File: config.mk
export PLATFORM = sky130hd
export DESIGN_NAME = rcb_led_supervisor_flat
export DESIGN_NICKNAME = d
export VERILOG_FILES = /design/src/rtl/rcb_led_supervisor_if.sv /design/src/rtl/rcb_led_supervisor.sv /design/src/flat_wrapper.sv
export SDC_FILE = /design/constraint.sdc
export NUM_CORES = 1
export LEC_CHECK = 0
export BUFFER_PORTS_ARGS = -buffer_cell sky130_fd_sc_hd__buf_2
export CAP_MARGIN = 25
export CORE_MARGIN = 2
export CORE_UTILIZATION = 40
export DETAILED_ROUTE_END_ITERATION = 10
export GPL_TIMING_DRIVEN = 1
export REMOVE_ABC_BUFFERS = 1
export SKIP_CTS_REPAIR_TIMING = 1
export SLEW_MARGIN = 20
export SYNTH_ARGS = -nofsm -noshare
export SYNTH_HDL_FRONTEND = slang
export SYNTH_SLANG_ARGS = --single-unit
File: constraint.sdc
create_clock -name clk_100m -period 2.34 [get_ports clk_100m]
set_input_delay 0.234 -clock clk_100m [delete_from_list [all_inputs] [get_ports clk_100m]]
set_output_delay 0.234 -clock clk_100m [all_outputs]
set_load 0.005 [all_outputs]
File: src/rtl/rcb_led_supervisor_if.sv
// rcb_led_supervisor_if: control inputs and indicator outputs of the LED supervisor.
interface rcb_led_supervisor_if;
  logic enable;
  logic hb_in;
  logic fault;
  logic fault_clr;
  logic led_run;
  logic led_err;
  logic hb_lost;
  logic [1:0] state;
  modport master (output enable, hb_in, fault, fault_clr, input led_run, led_err, hb_lost, state);
  modport slave (input enable, hb_in, fault, fault_clr, output led_run, led_err, hb_lost, state);
endinterface

File: src/rtl/rcb_led_supervisor.sv
// rcb_led_supervisor: heartbeat-watchdog FSM driving blinking run/error LEDs.
module rcb_led_supervisor #(
  parameter int PRESCALE = 100,
  parameter int MS_DIV = 1000,
  parameter int HB_TIMEOUT_MS = 500,
  parameter int BLINK_MS = 250
) (
  input logic clk_100m,
  input logic rst_n,
  rcb_led_supervisor_if.slave bus
);
  localparam logic [1:0] IDLE = 2'b00, RUN = 2'b01, LOST = 2'b10, FAULT = 2'b11;
  localparam int PW = PRESCALE > 1 ? $clog2(PRESCALE) : 1;
  localparam int MW = MS_DIV > 1 ? $clog2(MS_DIV) : 1;
  localparam int BW = BLINK_MS > 1 ? $clog2(BLINK_MS) : 1;
  localparam int TW = $clog2(HB_TIMEOUT_MS + 1);
  logic [PW-1:0] pcnt;
  logic [MW-1:0] mcnt;
  logic [BW-1:0] bcnt;
  logic [TW-1:0] hb_timer;
  logic [2:0] sync;
  logic [1:0] state_q, nxt;
  logic blink, led_run, led_err;
  logic tick_us, tick_ms, blink_wrap, blink_n, hb_edge, lost;
  logic timer_clr;
  assign tick_us = pcnt == PW'(PRESCALE - 1);
  assign tick_ms = tick_us && mcnt == MW'(MS_DIV - 1);
  assign blink_wrap = tick_ms && bcnt == BW'(BLINK_MS - 1);
  assign blink_n = blink ^ blink_wrap;
  assign hb_edge = sync[1] ^ sync[2];
  assign lost = hb_timer == TW'(HB_TIMEOUT_MS);
  // Timer is zero outside RUN/HB_LOST and restarts on every RUN entry.
  assign timer_clr = nxt == IDLE || nxt == FAULT || hb_edge || (nxt == RUN && state_q != RUN);
  always_comb begin
    nxt = state_q;
    if (state_q == FAULT)
      nxt = (bus.fault_clr && !bus.fault) ? IDLE : FAULT;
    else if (bus.fault)
      nxt = FAULT;
    else if (!bus.enable)
      nxt = IDLE;
    else
      nxt = state_q == IDLE ? RUN : state_q == RUN ? (lost ? LOST : RUN) : (hb_edge ? RUN : LOST);
  end
  always_ff @(posedge clk_100m) begin
    if (!rst_n) begin
      pcnt <= '0;
      mcnt <= '0;
      bcnt <= '0;
      blink <= 1'b0;
      sync <= '0;
      hb_timer <= '0;
      state_q <= IDLE;
      led_run <= 1'b0;
      led_err <= 1'b0;
    end else begin
      pcnt <= tick_us ? '0 : pcnt + 1'b1;
      mcnt <= tick_ms ? '0 : tick_us ? mcnt + 1'b1 : mcnt;
      bcnt <= blink_wrap ? '0 : tick_ms ? bcnt + 1'b1 : bcnt;
      blink <= blink_n;
      sync <= {sync[1:0], bus.hb_in};
      hb_timer <= timer_clr ? '0 : (tick_ms && !lost) ? hb_timer + 1'b1 : hb_timer;
      state_q <= nxt;
      led_run <= nxt == RUN && blink_n;
      led_err <= nxt == FAULT || (nxt == LOST && blink_n);
    end
  end
  assign bus.state = state_q;
  assign bus.led_run = led_run;
  assign bus.led_err = led_err;
  assign bus.hb_lost = lost;
endmodule

File: src/flat_wrapper.sv
// flat-port wrapper written by rule: the top's interface ports become plain ports
module rcb_led_supervisor_flat 
#(
  parameter int PRESCALE = 100,
  parameter int MS_DIV = 1000,
  parameter int HB_TIMEOUT_MS = 500,
  parameter int BLINK_MS = 250
)
  (clk_100m, rst_n, bus_enable, bus_hb_in, bus_fault, bus_fault_clr, bus_led_run, bus_led_err, bus_hb_lost, bus_state);
  rcb_led_supervisor_if bus_i ();
  input logic clk_100m;
  input logic rst_n;
  input wire logic [$bits(bus_i.enable)-1:0] bus_enable;
  input wire logic [$bits(bus_i.hb_in)-1:0] bus_hb_in;
  input wire logic [$bits(bus_i.fault)-1:0] bus_fault;
  input wire logic [$bits(bus_i.fault_clr)-1:0] bus_fault_clr;
  output wire logic [$bits(bus_i.led_run)-1:0] bus_led_run;
  output wire logic [$bits(bus_i.led_err)-1:0] bus_led_err;
  output wire logic [$bits(bus_i.hb_lost)-1:0] bus_hb_lost;
  output wire logic [$bits(bus_i.state)-1:0] bus_state;
  assign bus_i.enable = bus_enable;
  assign bus_i.hb_in = bus_hb_in;
  assign bus_i.fault = bus_fault;
  assign bus_i.fault_clr = bus_fault_clr;
  assign bus_led_run = bus_i.led_run;
  assign bus_led_err = bus_i.led_err;
  assign bus_hb_lost = bus_i.hb_lost;
  assign bus_state = bus_i.state;
  rcb_led_supervisor #(.PRESCALE(PRESCALE), .MS_DIV(MS_DIV), .HB_TIMEOUT_MS(HB_TIMEOUT_MS), .BLINK_MS(BLINK_MS)) u_core (.clk_100m(clk_100m), .rst_n(rst_n), .bus(bus_i));
endmodule
Word level (Yosys, flattened, before mapping):

Index checks and enable logic that the tools add are counted.

* input bits: 6
* register bits: 42
* logic and storage cells: 53
* output and inout port bits: 5

* reduce and logical (&&, ||, !) cells: 19
* add/subtract/negate cells: 4
* bitwise logic cells: 3
* multiplexer cells: 8
* eq/ne operators: 10

Operators with widths (count)
* 2-bit two-way mux: 8
* 10-bit by 1-bit adder with 10-bit output, second input constant: 1
* 10-bit equality test, second input constant: 1
* 9-bit by 1-bit adder with 9-bit output, second input constant: 1
* 9-bit equality test, second input constant: 1
* 8-bit by 1-bit adder with 8-bit output, second input constant: 1
* 8-bit equality test, second input constant: 1
* 2-bit OR reduction: 4
* 7-bit by 1-bit adder with 7-bit output, second input constant: 1
* 7-bit equality test, second input constant: 1
* 1-bit logical AND: 7
* 2-bit equality test, second input constant: 3
* 2-bit by 1-bit equality test with 1-bit output, second input constant: 2
* 2-bit zero test: 2
* 1-bit logical OR: 4
* 1-bit zero test: 2
* 2-bit by 1-bit != test with 1-bit output, second input constant: 1
* 1-bit bitwise XOR: 2
* 1-bit inverter: 1

Depth between registers and ports, before layout:

Gate-level depths: netlist (run 1).

* depth in word-level cells: 12
* mapped depth: 10
* mapped depth without buffers: 10

Worst setup path before layout (run 1):

No wires, ideal clock.

* path kind: register -> register
* start: register u_core.state_q[1], in the netlist u_core.bus.state[1]
* end: register u_core.hb_timer[0]
* library setup time: 0.076 ns
* arrival: 2.178 ns
* clock period less this slack: 2.254 ns
* path buffers: 0
* cell stages (with the launch flop): 9
* path slack: 0.086 ns
* data required time: 2.264 ns
* cell sequence: dfxtp_1 nand2b_1 or4_1 a311oi_1 inv_1 ha_1 nand2_1 nand4b_1 a21oi_1

* longest elaborated chain between the ends: 11
* elaborated cells on any way between the ends: 17
* those cells by class: 5 x eq/ne; 5 x mux; 7 x reduce/logical

RTL lines
* start: declaration: line rcb_led_supervisor.sv:22 `logic [1:0] state_q, nxt;`
* start signal: assignment: line rcb_led_supervisor.sv:63 `state_q <= nxt;`
* 2-bit by 1-bit equality test with 1-bit output: line rcb_led_supervisor.sv:43 `nxt = state_q == IDLE ? RUN : state_q == RUN ? (lost ? LOST : RUN) : (hb_edge ? RUN : LOST);`
* 2-bit two-way mux (2 in a row): line rcb_led_supervisor.sv:43
* 2-bit two-way mux: line rcb_led_supervisor.sv:40 `else if (!bus.enable)`
* 2-bit two-way mux: line rcb_led_supervisor.sv:38 `else if (bus.fault)`
* 2-bit two-way mux *: line rcb_led_supervisor.sv:36 `if (state_q == FAULT)`
* net u_core.nxt[0]: line rcb_led_supervisor.sv:22
* 2-bit equality test or 2-bit zero test (tied branches): line rcb_led_supervisor.sv:33 `assign timer_clr = nxt == IDLE || nxt == FAULT || hb_edge || (nxt == RUN && state_q != RUN);`
* 1-bit logical OR (2 in a row): line rcb_led_supervisor.sv:33
* 1-bit logical OR *: line rcb_led_supervisor.sv:33
* 2-bit OR reduction (no source line) *
* end signal: assignment: line rcb_led_supervisor.sv:62 `hb_timer <= timer_clr ? '0 : (tick_ms && !lost) ? hb_timer + 1'b1 : hb_timer;`
* end: declaration: line rcb_led_supervisor.sv:20 `logic [TW-1:0] hb_timer;`

Mark *: on every way through the listed nets, which the timed path passes. The rest lies on a longest branch.
A chain may end at the register's enable or synchronous reset.

Final worst setup path (run 1):

* start: register u_core.hb_timer[0]
* end: register u_core.hb_timer[8]

* longest elaborated chain between the ends: 12
* elaborated cells on any way between the ends: 18
* those cells by class: 1 x add/sub; 3 x eq/ne; 6 x mux; 8 x reduce/logical

RTL lines
* 9-bit equality test *: line rcb_led_supervisor.sv:31 `assign lost = hb_timer == TW'(HB_TIMEOUT_MS);`
* 2-bit two-way mux * (3 in a row): line rcb_led_supervisor.sv:43
* 2-bit two-way mux *: line rcb_led_supervisor.sv:40
* 2-bit two-way mux *: line rcb_led_supervisor.sv:38
* 2-bit two-way mux *: line rcb_led_supervisor.sv:36
* net u_core.nxt[1]: line rcb_led_supervisor.sv:22
* 2-bit equality test or 2-bit zero test (tied branches): line rcb_led_supervisor.sv:33
* 1-bit logical OR (2 in a row): line rcb_led_supervisor.sv:33
* 1-bit logical OR *: line rcb_led_supervisor.sv:33
* 2-bit OR reduction (no source line) *

Marked as above.

==> impl_results.md, run 1 <==
- Maxcap violations: 0
- Fin crit share: 99.3%
- Clk_skew: 0.0126 ns
- F_max: 430 MHz
- Critical-path top delay cell: or4_4
- Critical path endpoint: u_core.hb_timer[8]
- Initial Utilization: 41.6%
- Area of the multi-input gates: 1280 sq um
- Slew HR: 74.6%
- Number of global-route vias before repair: 1,612
- Place WS: 0.0464 ns
- Top-area cell type share of the netlist area: 39.6%
- Register area: 845 sq um
- Crit path kind: register to register
- WL met2: 1900 um
- Max layer used: met4
- CP arrival: 2.54 ns
- Worst min path class: input pin to register
- # rows: 26
- Slew at the pin closest to its max-slew limit: 0.377 ns
- Sequential cell area fraction in the yosys report: 39.6%
- WL final: 4240 um
- Final Wtd Congestion: 0.766
- Initial antenna violation count: 0
- Post-route insts no fill: 339
- Htree depth: 2
- Ranking of synthesized cells by area: dfxtp_1, ha_1, nand3_1, a21oi_1, xnor2_1
- Worst Slack Setup Final: 0.0166 ns
- Primary FF master, synth: dfxtp_1
- Worst Setup SP: u_core.hb_timer[0]
- PortBufs: 10
- Layout cell share with drive strength beyond 1: 22.3%
- Design area: 2540 sq um
- VDD IR max: 0.252 mV
- Crit path largest cell delay: 0.44 ns
- Via Count: 1,811
- Total iterations of the first detailed-routing run: 4
- Hold Slack: 0.148 ns
- Reg-to-reg startpoint: u_core.hb_timer[0]
- Clk sinks: 42
- Total global routing overflow: 0
- Worst R2R Path Depth: 10
- First-pass GRT wire length: 7250 um
- Clock slew at reported path FFs: 0.08 ns
- Post-synthesis cell area: 2130 sq um
- R2r endpoint: u_core.hb_timer[8]
- Final Core Density: 49.8%
- Post-synth EDFFs: 0
- Post-layout nets: 284
- Vias per cell: 5.34
- Met1 wire length: 2170 um
- ANT nets after route: 0
- Post-DP HPWL: 2970 um
- Critical path peak fanout: 4
- Status: complete, no violations
- Seq cells post-synth: 42
- Synth area leader: dfxtp_1
- CTS Buf Count: 5
- Die Span X: 76.9 um
- GRT Overall Usage: 14.9%
- Largest net degree at the start of global routing: 24
- Worst EP required: 2.56 ns
- Post-synthesis async set-or-reset flop share: 0%
- TNS Setup: 0 ns
- Most used cell, CP: ha_4
- Clock Tree Root: clkbuf_8
- Layout area overhead: 19.7%
- Worst-path cell chain: inv_2, ha_4, nand3b_1, or4_4, o221a_4, nor2b_4, ha_4, nand4b_1, buf_2, a21oi_1
- RSZ-0062 raised after global routing: yes
- Total core area: 5110 sq um
- Initial DRC count: 71
- Synth warn: 0
- Reg-to-reg slack, setup: 0.02 ns
- IO Pins: 11
- Avg Synthesized Cell Area: 8.82 sq um
- Synth cell types: 45
- DP Cell Count: 327
- Worst Setup Start Kind: register
- # DRC: 0
- Hold depth: 2
- Cells after Synth: 241
- Placed Area: 2320 sq um
- Slew Viols, Final: 0
- Pleak: 0.904 nW
- Synth cell count leaders: dfxtp_1, nand3_1, a21oi_1, nand2_1, nor2_1
- Element type at the critical path end: register
- Die Ht: 76.9 um
- WL/cell: 12.5 um
- Endpoints failing setup: 0
- Die ar.: 5910 sq um
- Fillers: 496
- Met3 Wirelength: 112 um
- Crit path time final: 2.32 ns
- # diodes: 0
- Power Density: 551 nW/um^2
- Clk_lat worst skew: 0.29 ns
- Final Hold Fails: 0
- Total power: 1.40 mW
- Most frequent cell after synthesis: dfxtp_1
- CTS tree: yes
- CTS Buffer Depth: 2
[placed cells by master, fill, tap and decap left out, types with 7 or more instances in the layout]
cell type,count
a21oi_1,13
buf_2,11
buf_4,15
dfxtp_1,39
inv_1,7
nand2_1,18
nand3_1,19
nor2_1,16
o21ai_0,14
or3_1,8
xnor2_1,9
[critical path: cells and delay by family (launching register included)]
kind	cells	cell delay, ns
flops	1	0.33
buf+inv	2	0.28
simple gates	4	0.90
fa+ha+maj	2	0.33
compound gates	2	0.41
[kinds of logic after synthesis]
| logic type | share of synthesized area [%] |
|---|---|
| flip-flops | 39.6 |
| buffers and inverters | 3.71 |
| adder cells (fa/ha/maj) | 5.30 |
| AND/OR/NAND/NOR | 31.3 |
| XOR/XNOR | 5.36 |
| AO/OA/AOI/OAI | 14.8 |
[power breakdown]
group	internal, mW	total [mW]	switching, mW
registers	0.724	0.730	0.00601
clock network	0.342	0.580	0.239
logic	0.0431	0.0901	0.0470
[worst min path at each step]
stage | to | slack (ns) | startpoint
2_1_floorplan | u_core.bus.state[1] | 0.35 | rst_n
3_3_place_gp | u_core.sync[1] | 0.42 | u_core.sync[0]
3_5_place_dp | u_core.sync[1] | 0.43 | u_core.sync[0]
4_1_cts | u_core.sync[0] | 0.14 | bus_hb_in
5_1_grt | u_core.sync[0] | 0.16 | bus_hb_in
6_report | u_core.sync[0] | 0.15 | bus_hb_in
[registers in the layout, indices dropped and copies added, names as in the netlist]
name                cells
u_core.bcnt             8
u_core.blink            1
u_core.bus.led_err      1
u_core.bus.led_run      1
u_core.bus.state        2
u_core.hb_timer         9
u_core.mcnt            10
u_core.pcnt             7
u_core.sync             3
[area by class of cell]
cell class                      instances  area share (%)
Multi-Input combinational cell        182            50.3
Sequential cell                        42            33.2
Timing Repair Buffer                   27            7.03
Tap cell                               70            3.44
Clock buffer                            6            3.25
Inverter                               11            1.62
Clock inverter                          1            1.18
[metal layers]
| metal | vias up | track usage, % |
|---|---|---|
| li1 | 936 | - |
| met1 | 848 | 20.3 |
| met2 | 22 | 23.4 |
| met3 | 5 | 3.18 |
| met4 | 0 | 4.91 |
| met5 | - | 0 |
No activity file was read; power rests on OpenSTA's default activity.
==> inputs of run 2 (changes only) <==
- REMOVE_ABC_BUFFERS: 1 -> unset
==> impl_results.md, run 2 (synthesis gave the netlist of run 1 again) <==
- Design area: 2490 sq um (-2.1%)
- Slew HR: 68.2% (-6.4 points)
- Fin crit share: 97.9% (-1.4 points)
- Number of global-route vias before repair: 1,734 (+7.6%)
- GRT Overall Usage: 15.4% (+0.53 points)
- Critical path peak fanout: 4 (unchanged)
- CTS Buf Count: 5 (unchanged)
- # diodes: 0 (unchanged)
- Post-DP HPWL: 3020 um (+1.8%)
- Clk sinks: 42 (unchanged)
- Crit path time final: 2.29 ns (-0.0321 ns)
- Biggest regs: u_core.mcnt (10), u_core.hb_timer (9), u_core.bcnt (8)
- Worst R2R Path Depth: 8 (-2)
- Endpoints failing setup: 0 (unchanged)
- IO Pins: 11 (unchanged)
- Commonest non-fill, non-tap cell in the layout: dfxtp_1
- CTS Buffer Depth: 2 (unchanged)
- Hold depth: 2 (unchanged)
- F_max: 436 MHz (+1.4%)
- Status: complete, no violations
- Total power: 1.30 mW (-7.1%)
- Htree depth: 2 (unchanged)
- Reg-to-reg startpoint: u_core.hb_timer[7]
- First-pass GRT wire length: 7620 um (+5.2%)
- HP Start: bus_hb_in
- Element type at the critical path end: register
- Die Ht: 76.9 um (unchanged)
- Post-layout nets: 279 (-1.8%)
- TNS Setup: 0 ns (unchanged)
- Initial DRC count: 76 (+7.0%)
- Placed Area: 2310 sq um (-0.32%)
- Most frequent cells in the layout: dfxtp_1, nand3_1, nand2_1
- WL final: 4240 um (about the same)
- # rows: 26 (unchanged)
- Worst Setup Start Kind: register
- Total core area: 5110 sq um (unchanged)
- Crit path kind: register to register
- Syn nets: 256
- Largest net degree at the start of global routing: 24 (unchanged)
- Post-route insts no fill: 335 (-1.2%)
- Final Wtd Congestion: 0.762 (-0.43%)
- Vias per cell: 5.33 (-0.20%)
- Layout cell share with drive strength beyond 1: 20.0% (-2.3 points)
- RSZ-0062 raised after global routing: yes
- CP arrival: 2.51 ns (-0.03 ns)
- WL/cell: 12.7 um (+1.3%)
- Final Hold Fails: 0 (unchanged)
- Die Span X: 76.9 um (unchanged)
- Power Density: 523 nW/um^2 (-5.1%)
- PortBufs: 10 (unchanged)
- R2r endpoint: u_core.hb_timer[7]
- Via Count: 1,786 (-1.4%)
- ANT nets after route: 0 (unchanged)
- Max reg flops: 10 (unchanged)
- Total global routing overflow: 0 (unchanged)
- WHS Endpoint: u_core.sync[0]
- Clk_skew: 0.00684 ns (-0.00572 ns)
- Maxcap violations: 0 (unchanged)
- # DRC: 0 (unchanged)
- Worst min path class: input pin to register
- CTS tree: yes
- VDD IR max: 0.319 mV (+27%)
- Initial Utilization: 41.6% (unchanged)
- Pleak: 0.876 nW (-3.1%)
- Clock Tree Root: clkbuf_8
- Initial antenna violation count: 0 (unchanged)
- DP Cell Count: 326 (-0.31%)
- Worst EP required: 2.56 ns (about the same)
- Total iterations of the first detailed-routing run: 4 (unchanged)
- Clk_lat worst skew: 0.29 ns (about the same)
- Layout area overhead: 17.1%
- Biggest register: u_core.mcnt
- Reg-to-reg slack, setup: 0.05 ns (+0.03 ns)
- Slew at the pin closest to its max-slew limit: 0.472 ns (+0.0957 ns)
- Clock slew at reported path FFs: 0.08 ns (about the same)
- Slew Viols, Final: 0 (unchanged)
- Die ar.: 5910 sq um (unchanged)
[run 2: changes by cell type in the layout (fill, tap and decap cells not counted), sizes merged]
cell	before	now
clkbuf	6	7
clkinv	1	2
bufinv	1	0
buf	27	22
[run 2: critical path, stage by stage, from the launching register on]
cell and delay, ns:
dfxtp_1 0.36, nand3_1 0.14, or4_4 0.55, o221a_4 0.29, nor2b_4 0.14, ha_4 0.20
nand4b_1 0.23, buf_2 0.21, a21oi_1 0.11
[run 2: final cells by class]
cell class	count	area, sq um
Tap cell	70	87.6
Clock inverter	1	5.00
Multi-Input combinational cell	182	1290
Sequential cell	42	842
Timing Repair Buffer	22	141
Fill cell	496	2620
Inverter	11	41.3
Clock buffer	7	86.3
[run 2: layer usage]
layer / part of all wire (%) / global-route usage, % / vias up
li1: - / - / 927
met2: 44 / 25.0 / 25
met5: 0 / 0 / -
met3: 2.5 / 3.53 / 6
met4: 1.3 / 5.09 / 0
met1: 52 / 20.3 / 828
[run 2: where the power goes]
| group | internal (mW) | total [mW] | switching, mW |
|---|---|---|---|
| combinational | 0.0383 | 0.0847 | 0.0463 |
| clock | 0.238 | 0.487 | 0.248 |
| sequential | 0.724 | 0.730 | 0.00573 |
| total | 1.00 | 1.30 | 0.301 |
[run 2: worst max-delay path by stage]
stage | startpoint | end | depth (start not counted)
after floorplan | u_core.bus.state[1] | u_core.hb_timer[0] | 8
after CTS | u_core.hb_timer[0] | u_core.hb_timer[5] | 10
after global routing | u_core.hb_timer[0] | u_core.hb_timer[2] | 12
final | u_core.hb_timer[7] | u_core.hb_timer[7] | 8
after detailed placement | u_core.hb_timer[0] | u_core.bus.led_err | 10
after global placement | u_core.hb_timer[0] | u_core.hb_timer[5] | 10
[run 2: per-stage QoR]
stage	setup slack, ns	hold WS (ns)	util (%)
finish	0.0487	0.161	48.8
global route	-0.0814	0.166	48.8
CTS	0.0155	0.151	47.0
detailed placement	0.0495	0.446	45.2
global placement	0.0870	0.432	45.2
floorplan	0.0864	0.361	-
==> inputs of run 3 (changes only) <==
- PLACE_DENSITY: unset -> 0.56
==> impl_results.md, run 3 (synthesis gave the netlist of run 1 again) <==
- Status: complete, no violations
- # rows: 26 (unchanged)
- Syn nets: 256 (unchanged)
- Post-layout nets: 283 (+1.4%)
- Most frequent cells in the layout: dfxtp_1, nand3_1, nand2_1
- Vias per cell: 5.35 (+0.37%)
- Final Hold Fails: 0 (unchanged)
- Biggest regs: u_core.mcnt (10), u_core.hb_timer (9), u_core.bcnt (8)
- Worst-path cell chain: nand3_1, or4_4, o221a_4, nor2b_4, ha_4, nand4b_1, buf_2, a21oi_1
- Clock Tree Root: clkbuf_8
- ANT nets after route: 0 (unchanged)
- CTS tree: yes
- WP depth: 8 (unchanged)
- Clk sinks: 42 (unchanged)
- Slew Viols, Final: 0 (unchanged)
- Worst EP required: 2.57 ns (about the same)
- Via Count: 1,814 (+1.6%)
- Clock slew at reported path FFs: 0.08 ns (about the same)
- Endpoints failing setup: 0 (unchanged)
- R2r endpoint: u_core.hb_timer[1]
- Worst Setup Start Kind: register
- Post-DP HPWL: 3010 um (-0.39%)
- Crit path kind: register to register
- F_max: 438 MHz (+0.47%)
- Pleak: 0.907 nW (+3.5%)
- Number of global-route vias before repair: 1,641 (-5.4%)
- PortBufs: 10 (unchanged)
- Die ar.: 5910 sq um (unchanged)
- Total global routing overflow: 0 (unchanged)
- Total power: 1.37 mW (+5.5%)
- Worst Slack Setup Final: 0.0594 ns (+0.0107 ns)
- Max reg flops: 10 (unchanged)
- Internal power component: 1.07 mW (+6.6%)
- # DRC: 0 (unchanged)
- Layout cell share with drive strength beyond 1: 21.9% (+1.9 points)
- Fin crit share: 97.5% (-0.46 points)
- Slew at the pin closest to its max-slew limit: 0.485 ns (+0.0129 ns)
- Clock power frac: 40.0% (+2.6 points)
- Slew HR: 67.3% (-0.87 points)
- WL final: 4370 um (+3.1%)
- Crit path buffers/inverters: 1 (unchanged)
- Crit path largest cell delay: 0.55 ns (about the same)
- Initial antenna violation count: 0 (unchanged)
- Total core area: 5110 sq um (unchanged)
- Commonest non-fill, non-tap cell in the layout: dfxtp_1
- Crit path max-delay family: simple AND/OR/NAND/NOR gates
- Comb pwr share: 6.8% (+0.3 points)
- Power Density: 539 nW/um^2 (+3.1%)
- # diodes: 0 (unchanged)
- RSZ-0062 raised after global routing: yes
- Critical path peak fanout: 4 (unchanged)
- Critical-path top delay cell: or4_4
- Die Ht: 76.9 um (unchanged)
- Worst Setup SP: u_core.hb_timer[7]
- Maxcap violations: 0 (unchanged)
- CTS Buffer Depth: 2 (unchanged)
- Hold depth: 2 (unchanged)
- Largest net degree at the start of global routing: 24 (unchanged)
- CP arrival: 2.51 ns (about the same)
- Final Wtd Congestion: 0.761 (-0.18%)
- Place WS: 0.0299 ns (-0.0197 ns)
- Worst R2R Path Depth: 8 (unchanged)
- Initial DRC count: 67 (-12%)
- CTS Buf Count: 5 (unchanged)
- VDD IR max: 0.254 mV (-20%)
- Htree depth: 2 (unchanged)
- Worst min path class: input pin to register
- WL/cell: 12.9 um (+1.9%)
- Biggest register: u_core.mcnt
- Element type at the critical path end: register
- Reg-to-reg slack, setup: 0.06 ns (about the same)
- Die Span X: 76.9 um (unchanged)
- Clk_skew: 0.00790 ns (+0.00106 ns)
- Initial Utilization: 41.6% (unchanged)
- First-pass GRT wire length: 7360 um (-3.5%)
- Layout area overhead: 20.0%
- IO Pins: 11 (unchanged)
- Crit path time final: 2.28 ns (-0.0107 ns)
- Total iterations of the first detailed-routing run: 4 (unchanged)
- Critical path endpoint: u_core.hb_timer[1]
- Reg-to-reg startpoint: u_core.hb_timer[7]
- Sequential share of power: 53.2% (-2.9 points)
- Switching Share: 22.3% (-0.78 points)
- Total net switching power: 0.306 mW (+2.0%)
- GRT Overall Usage: 15.4% (-0.090 points)
- Clk_lat worst skew: 0.29 ns (about the same)
-- run 3: power by group through the flow --
stage / clock network [mW] / registers [mW] / logic, mW
after floorplan: 0 / 0.748 / 0.0391
after global placement: 0 / 0.748 / 0.0696
after detailed placement: 0 / 0.747 / 0.0690
after CTS: 0.571 / 0.731 / 0.0694
after global routing: 0.598 / 0.733 / 0.106
final: 0.549 / 0.731 / 0.0934
-- run 3: worst min path at each step --
| stage | slack [ns] | endpoint | startpoint |
|---|---|---|---|
| global placement | 0.42 | u_core.sync[1] | u_core.sync[0] |
| finish | 0.15 | u_core.sync[0] | bus_hb_in |
| CTS | 0.14 | u_core.sync[0] | bus_hb_in |
| detailed placement | 0.42 | u_core.sync[1] | u_core.sync[0] |
| floorplan | 0.36 | u_core.sync[0] | bus_hb_in |
| global route | 0.15 | u_core.sync[0] | bus_hb_in |
-- run 3: final cells by class --
cell class | instances | area, sq um
inverter | 11 | 41.3
fill | 501 | 2560
sequential | 42 | 843
clock buffer | 8 | 110
multi-input combinational | 182 | 1300
timing repair buffer | 26 | 171
tap | 70 | 87.6
-- run 3: worst reg2reg max path: stages (launching register included) --
cell      delay [ns]
dfxtp_1         0.38
nand3_1         0.14
or4_4           0.55
o221a_4         0.30
nor2b_4         0.14
ha_4            0.20
nand4b_1        0.21
buf_2           0.20
a21oi_1         0.11
-- run 3: per-layer routing --
layer	track usage, %	vias to the layer above	part of all wire [%]
met5	0	-	0
met1	20.9	844	53
li1	-	942	-
met2	22.7	24	43
met4	7.82	0	1.5
met3	3.41	4	2.8
-- run 3: metrics by stage --
stage          setup TNS, ns  hold slack, ns  cell area, sq um  std cells  util (%)
2_1_floorplan              0           0.361              2130        241         -
3_3_place_gp               0           0.420              2310        326      45.2
3_5_place_dp               0           0.423              2310        326      45.2
4_1_cts             -0.00210           0.145              2420        334      47.4
5_1_grt               -0.187           0.154              2550        339      49.9
6_report                   0           0.151              2550        339      49.9
